`config.mk`:
```
export PLATFORM = sky130hd
export DESIGN_NAME = argmax_finder
export DESIGN_NICKNAME = d
export VERILOG_FILES = /design/src/rtl/nn_pkg.sv /design/src/rtl/argmax_finder.sv
export SDC_FILE = /design/constraint.sdc
export NUM_CORES = 1
export LEC_CHECK = 0
export ABC_AREA = 1
export CAP_MARGIN = 20
export CORE_MARGIN = 10
export CORE_UTILIZATION = 25
export DETAILED_ROUTE_END_ITERATION = 6
export DONT_BUFFER_PORTS = 1
export SYNTH_ARGS = -nofsm -noshare
export SYNTH_HDL_FRONTEND = slang
export SYNTH_SLANG_ARGS = --single-unit
```
`constraint.sdc`:
```
create_clock -name s_axi_aclk -period 2.3 [get_ports s_axi_aclk]
set_input_delay 0.46 -clock s_axi_aclk [delete_from_list [all_inputs] [get_ports s_axi_aclk]]
set_output_delay 0.46 -clock s_axi_aclk [all_outputs]
set_load 0.02 [all_outputs]
```
`src/rtl/nn_pkg.sv`:
```
// Shared network constants: neuron output width, final-layer size and the
// argmax state encoding, so every layer and the argmax agree on widths.
package nn_pkg;

  localparam int NN_DATA_WIDTH  = 16;
  localparam int NN_NUM_INPUTS  = 10;

  localparam logic [1:0] ST_IDLE = 2'd0;
  localparam logic [1:0] ST_SCAN = 2'd1;
  localparam logic [1:0] ST_DONE = 2'd2;

  // Index width for n elements, never below one bit.
  function automatic int nn_index_width(input int n);
    return (n <= 2) ? 1 : $clog2(n);
  endfunction

endpackage

```
`src/rtl/argmax_finder.sv`:
```
// Sequential argmax over the final-layer neuron outputs: accepts one packed
// vector, scans one element per cycle and reports the winning index and value.
module argmax_finder
  import nn_pkg::*;
#(
  parameter int NUM_INPUTS  = NN_NUM_INPUTS,
  parameter int DATA_WIDTH  = NN_DATA_WIDTH,
  parameter int INDEX_WIDTH = nn_index_width(NUM_INPUTS)
) (
  input  logic                             s_axi_aclk,
  input  logic                             rst,
  input  logic [NUM_INPUTS*DATA_WIDTH-1:0] i_data,
  input  logic                             i_valid,
  output logic                             i_ready,
  output logic [INDEX_WIDTH-1:0]           o_index,
  output logic [DATA_WIDTH-1:0]            o_max,
  output logic                             o_valid,
  output logic                             o_busy
);

  localparam logic [INDEX_WIDTH-1:0] LAST_INDEX = INDEX_WIDTH'(NUM_INPUTS - 1);

  logic [1:0]                      state_r;
  logic [1:0]                      state_next_s;
  logic [NUM_INPUTS*DATA_WIDTH-1:0] buf_r;
  logic [INDEX_WIDTH-1:0]          count_r;
  logic [INDEX_WIDTH-1:0]          run_index_r;
  logic signed [DATA_WIDTH-1:0]    run_max_r;
  logic [INDEX_WIDTH-1:0]          res_index_r;
  logic [DATA_WIDTH-1:0]           res_max_r;
  logic                            valid_r;
  logic                            accept_s;
  logic                            last_s;
  logic signed [DATA_WIDTH-1:0]    cand_s;
  logic signed [DATA_WIDTH-1:0]    best_max_s;
  logic [INDEX_WIDTH-1:0]          best_index_s;

  // Acceptance and the strict signed compare of the current element (ties keep the older index).
  always_comb begin
    accept_s = i_valid && (state_r == ST_IDLE) && !rst;
    cand_s   = buf_r[DATA_WIDTH-1:0];
    last_s   = (count_r == LAST_INDEX);
    if (cand_s > run_max_r) begin
      best_max_s   = cand_s;
      best_index_s = count_r;
    end else begin
      best_max_s   = run_max_r;
      best_index_s = run_index_r;
    end
  end

  // Next-state logic for the IDLE -> SCAN -> DONE sequence.
  always_comb begin
    state_next_s = state_r;
    case (state_r)
      ST_IDLE: begin
        if (accept_s) begin
          state_next_s = (NUM_INPUTS == 1) ? ST_DONE : ST_SCAN;
        end else begin
          state_next_s = ST_IDLE;
        end
      end
      ST_SCAN: begin
        if (last_s) begin
          state_next_s = ST_DONE;
        end else begin
          state_next_s = ST_SCAN;
        end
      end
      ST_DONE: state_next_s = ST_IDLE;
      default: state_next_s = ST_IDLE;
    endcase
  end

  // State, buffer and result registers; the buffer shifts so the element
  // under test always sits in the low slot, which keeps the compare mux-free.
  always_ff @(posedge s_axi_aclk) begin
    if (rst) begin
      state_r     <= ST_IDLE;
      buf_r       <= '0;
      count_r     <= '0;
      run_index_r <= '0;
      run_max_r   <= '0;
      res_index_r <= '0;
      res_max_r   <= '0;
      valid_r     <= 1'b0;
    end else begin
      state_r <= state_next_s;
      valid_r <= 1'b0;
      case (state_r)
        ST_IDLE: begin
          if (accept_s) begin
            buf_r       <= i_data >> DATA_WIDTH;
            run_max_r   <= i_data[DATA_WIDTH-1:0];
            run_index_r <= '0;
            count_r     <= (NUM_INPUTS == 1) ? '0 : INDEX_WIDTH'(1);
            if (NUM_INPUTS == 1) begin
              res_max_r   <= i_data[DATA_WIDTH-1:0];
              res_index_r <= '0;
              valid_r     <= 1'b1;
            end
          end
        end
        ST_SCAN: begin
          run_max_r   <= best_max_s;
          run_index_r <= best_index_s;
          buf_r       <= buf_r >> DATA_WIDTH;
          if (last_s) begin
            res_max_r   <= best_max_s;
            res_index_r <= best_index_s;
            valid_r     <= 1'b1;
          end else begin
            count_r <= count_r + 1'b1;
          end
        end
        ST_DONE: begin
          count_r <= '0;
        end
        default: begin
          count_r <= '0;
        end
      endcase
    end
  end

  // Outputs are forced quiet for the whole reset window, including the cycle it is raised.
  assign i_ready = (state_r == ST_IDLE) && !rst;
  assign o_busy  = ((state_r == ST_SCAN) || (state_r == ST_DONE)) && !rst;
  assign o_valid = valid_r && !rst;
  assign o_index = rst ? '0 : res_index_r;
  assign o_max   = rst ? '0 : res_max_r;

endmodule
```
; After elaboration in Yosys (flattened, before gate mapping)
; Index checks and enable logic that the tools add are counted.
; Widths: inputs -> output; s select.
[totals]
reg_bits = 207
input_bits = 163
out_inout_bits = 23
[op_classes]
add_sub_neg = 1
magnitude_cmp = 1
n_eq_ne = 5
mux = 17
n_bitwise = 1
n_reduce_logical = 13
[op_table]
columns = operator, n
row1 = $pmux 160 s2, 1
row2 = $mux 160, 1
row3 = $mux 16, 3
row4 = $pmux 16 s2, 1
row5 = $mux 4, 5
row6 = $gt 16x16->1, 1
row7 = $pmux 4 s2, 2
row8 = $reduce_and 2->1, 3
row9 = $logic_and 1x1->1, 5
row10 = $add 4x1->4 const B, 1
row11 = $eq 4x4->1 const B, 1
row12 = $ne 2x2->1 const B, 2
row13 = $pmux 2 s2, 1
row14 = $eq 2x1->1 const B, 1
row15 = $eq 2x2->1 const B, 1
row16 = $logic_not 2->1, 1
row17 = $mux 1, 2
row18 = $mux 2, 1
row19 = $reduce_bool 2->1, 1
row20 = $reduce_or 2->1, 1
row21 = $logic_not 1->1, 1
row22 = $logic_or 1x1->1, 1
row23 = $not 1->1, 1

; Longest topological paths before layout
[logic_depth]
word_depth = 5
mapped_depth = 18

; Worst setup path after synthesis
; No wires, ideal clock.
[synth_path]
path_kind = register to register
from = reg run_max_r[15]
to = reg res_max_r[11]
setup_time_ns = 0.117
arrival_ns = 1.804
setup_slack_ns = 0.379
stages_incl_launch_ff = 13
n_path_buf = 1
period_less_slack_ns = 1.921
cell_sequence = dfxtp_1 inv_1 ha_1 a21oi_1 o21ai_0 a21oi_1 nand2_1 nand2_4 nand3_4 buf_8 nand2_1 nand2_1 a22o_1
[synth_via]
elab_chain_cells = 2
[synth_rtl]
columns = element, line
row1 = from (decl), argmax_finder.sv:28  ; logic signed [DATA_WIDTH-1:0] run_max_r;
row2 = from (signal assigned), argmax_finder.sv:94  ; run_max_r <= i_data[DATA_WIDTH-1:0];
row3 = from (signal assigned), argmax_finder.sv:105  ; run_max_r <= best_max_s;
row4 = $gt 16x16->1, argmax_finder.sv:43  ; if (cand_s > run_max_r) begin
row5 = $mux 16, argmax_finder.sv:43
row6 = to (signal assigned), argmax_finder.sv:98  ; res_max_r <= i_data[DATA_WIDTH-1:0];
row7 = to (signal assigned), argmax_finder.sv:109  ; res_max_r <= best_max_s;
row8 = to (decl), argmax_finder.sv:30  ; logic [DATA_WIDTH-1:0] res_max_r;
; No other way between the ends.
; A chain may end at the register's enable or synchronous reset.

; Worst setup path after layout
[layout_path]
from = reg run_max_r[13]
to = reg res_max_r[7]
; The elaborated chain is that of the path after synthesis.

==> results.tsv <==
metric	value	unit
area growth from synthesis to layout	13.5	%
worst reg2reg path depth	12	
Avg WL per Cell	18.0	um
leading area contributor after synthesis	dfxtp_1	
Final Hold Fails	0	
Final min period	2.08	ns
Clock Latency Late Sink	0.45	ns
PostCTS Resize Cnt	0	
Yosys cell types	28	
Die Y	206	um
Die Area	0.0425	mm^2
critical path's top delay family	simple AND/OR/NAND/NOR gates	
commonest non-fill, non-tap cells in the layout	nand2_1, dfxtp_1, o21ai_0	
Buffers & Inverters on Critical Path	2	
detailed placer's ending HPWL	20800	um
Avg Cell Area, Syn	7.16	um^2
Crit path required time	2.64	ns
total grt overflow	0	
first drt pass iteration count	5	
dominant synthesized flop cell	dfxtp_1	
Max VDD drop	0.000463	V
max cap viols	0	
setup bufs post-CTS	0	
register area share after synthesis	44.1	%
post-layout util	28.6	%
Final Non-Filler Cells	1634	
clock-pin slew on the worst setup and hold paths	0.09	ns
CP Class	flip-flop to flip-flop	
routability congestion estimate	0.829	
DRT iter0 DRCs	613	
H-tree depth	4	
synth top area cells	dfxtp_1, nand2_1, a31oi_1	
Critical Path End Type	flip-flop	
Site Rows	68	
worst-case clock skew	0.0176	ns
worst flop-to-flop path endpoint	res_max_r[7]	
via count	7907	
WP data arrival	2.42	ns
Routed Antenna Nets	0	
Worst Hold Class	input pin to flip-flop	
Critical Path End	res_max_r[7]	
first-pass GRT wire length	44500	um
CP Depth	12	
FMAX	0.482	GHz
final total power	0.00848	W
Post-Synthesis Cells	1211	
total I/O pin count	186	
pwr/cell area	862	mW/mm^2
CTS tree	done	
beginning of the critical path	run_max_r[13]	
Critical Path Start Type	flip-flop	
share of layout cells above drive strength 1	7.56	%
Mapped Nets	1394	
DP Area	0.00918	mm^2
vias in the first global route	7671	
Static Leak	3.75	nW
Die X-Extent	206	um
area fraction of the dominant cell type after synthesis	44.1	%
Slew HR	59.9	%
worst-path cell chain	inv_1 -> ha_1 -> a21oi_1 -> o21ai_0 -> a21oi_2 -> nand2_1 -> nand2_4 -> nand3_4 -> nand2_1 -> nand3_1 -> o21ai_0 -> inv_1	
Placement Setup Slack	0.115	ns
Routed WL	29500	um
CTS root buf	clkbuf_16	
Synth async-reset ratio	0	%
GRT Total Usage	13.6	%
status	finished, final reports clean	
Final Setup Violations	0	
clock sinks	191	
r2r startpoint	run_max_r[13]	
slew at the pin closest to its max-slew limit	0.602	ns
register bit total from synthesis	191	
Crit path largest cell delay	0.35	ns
final non-filler cell area	0.00984	mm^2
vias per cell	4.84	
worst setup margin	0.224	ns
Placed Instances	1600	
most common cell after layout, fill and taps aside	nand2_1	
Mapped Area	0.00867	mm^2
Buffers on Ports	0	
Max Slew Vio Count	0	
register-to-register setup slack	0.22	ns
fin crit share	90.3	%
Residual DRC	0	
NumNets Final	1348	
Longest Clk Path Bufs	2	
CORE AREA	0.0344	mm^2
Post-synth EDFFs	0	
CTS Hold Bufs	0	
Initial Util	25.2	%
Synth warnings	0	
Max FO, Critical Path	12	
Num CTS Buffers	17	
initial antenna violation count	2	
slowest stage cell, crit path	dfxtp_1	
largest net degree at the start of global routing	142	
[per-layer routing]
layer	part of all wire [%]	global-route usage [%]	vias up
met5	0.058	0	-
met4	0.96	3.00	2
met3	6.9	4.62	19
met2	48	22.0	211
met1	44	17.1	3675
li1	-	-	4000
[logic make-up after synthesis]
family	Yosys count	synth area share, %
compound gates	330	21.7
buf+inv	170	7.88
simple gates	499	23.3
fa+ha+maj	20	2.89
xor+xnor	1	0.101
flops	191	44.1
[how the worst min path moves through the flow]
stage | startpoint | end | slack [ns] | cells after the start
6_report | rst | run_index_r[1] | 0.07 | 1
5_1_grt | rst | run_index_r[1] | 0.04 | 1
4_1_cts | rst | run_index_r[3] | 0.03 | 1
3_5_place_dp | buf_r[129] | buf_r[129] | 0.45 | 2
3_3_place_gp | buf_r[130] | buf_r[130] | 0.44 | 2
2_1_floorplan | buf_r[128] | buf_r[128] | 0.44 | 2
[synth_stat cells (2+ instances only)]
cell type	number
o22ai_1	5
a31oi_1	128
a21oi_1	39
dfxtp_1	191
nand4_1	18
buf_2	18
clkbuf_1	73
o21ai_0	140
a22o_1	7
nand3_2	2
nand3_1	45
inv_1	72
nor2_2	2
buf_1	4
nand2_1	373
nor2_1	56
o21ai_2	5
a21oi_2	4
ha_1	20
[power by group]
group | switching, W | total (W) | internal [W]
Combinational | 0.00112 | 0.00167 | 0.000553
Sequential | 0.000178 | 0.00378 | 0.00360
Clock | 0.00148 | 0.00303 | 0.00155
[flip-flops by register name, summed over array words and instances (netlist names)]
register,cells
run_index_r,4
run_max_r,16
res_max_r,16
buf_r,144
res_index_r,4
count_r,4
state_r,2
valid_r,1
[area by class of cell]
cell class,count,area (um^2)
Timing Repair Buffer,32,344
Antenna cell,2,5.00
Fill cell,3789,24500
Sequential cell,191,3830
Clock inverter,14,169
Inverter,72,274
Clock buffer,17,425
Tap cell,455,569
Multi-Input combinational cell,851,4230
[metrics by stage]
step                setup TNS (ns)  hold slack [ns]
floorplan                        0            0.441
global placement                 0            0.444
detailed placement               0            0.451
CTS                              0           0.0322
global route              -0.00360           0.0400
finish                           0           0.0747
Note: power is estimated with default switching activity, not from simulation.
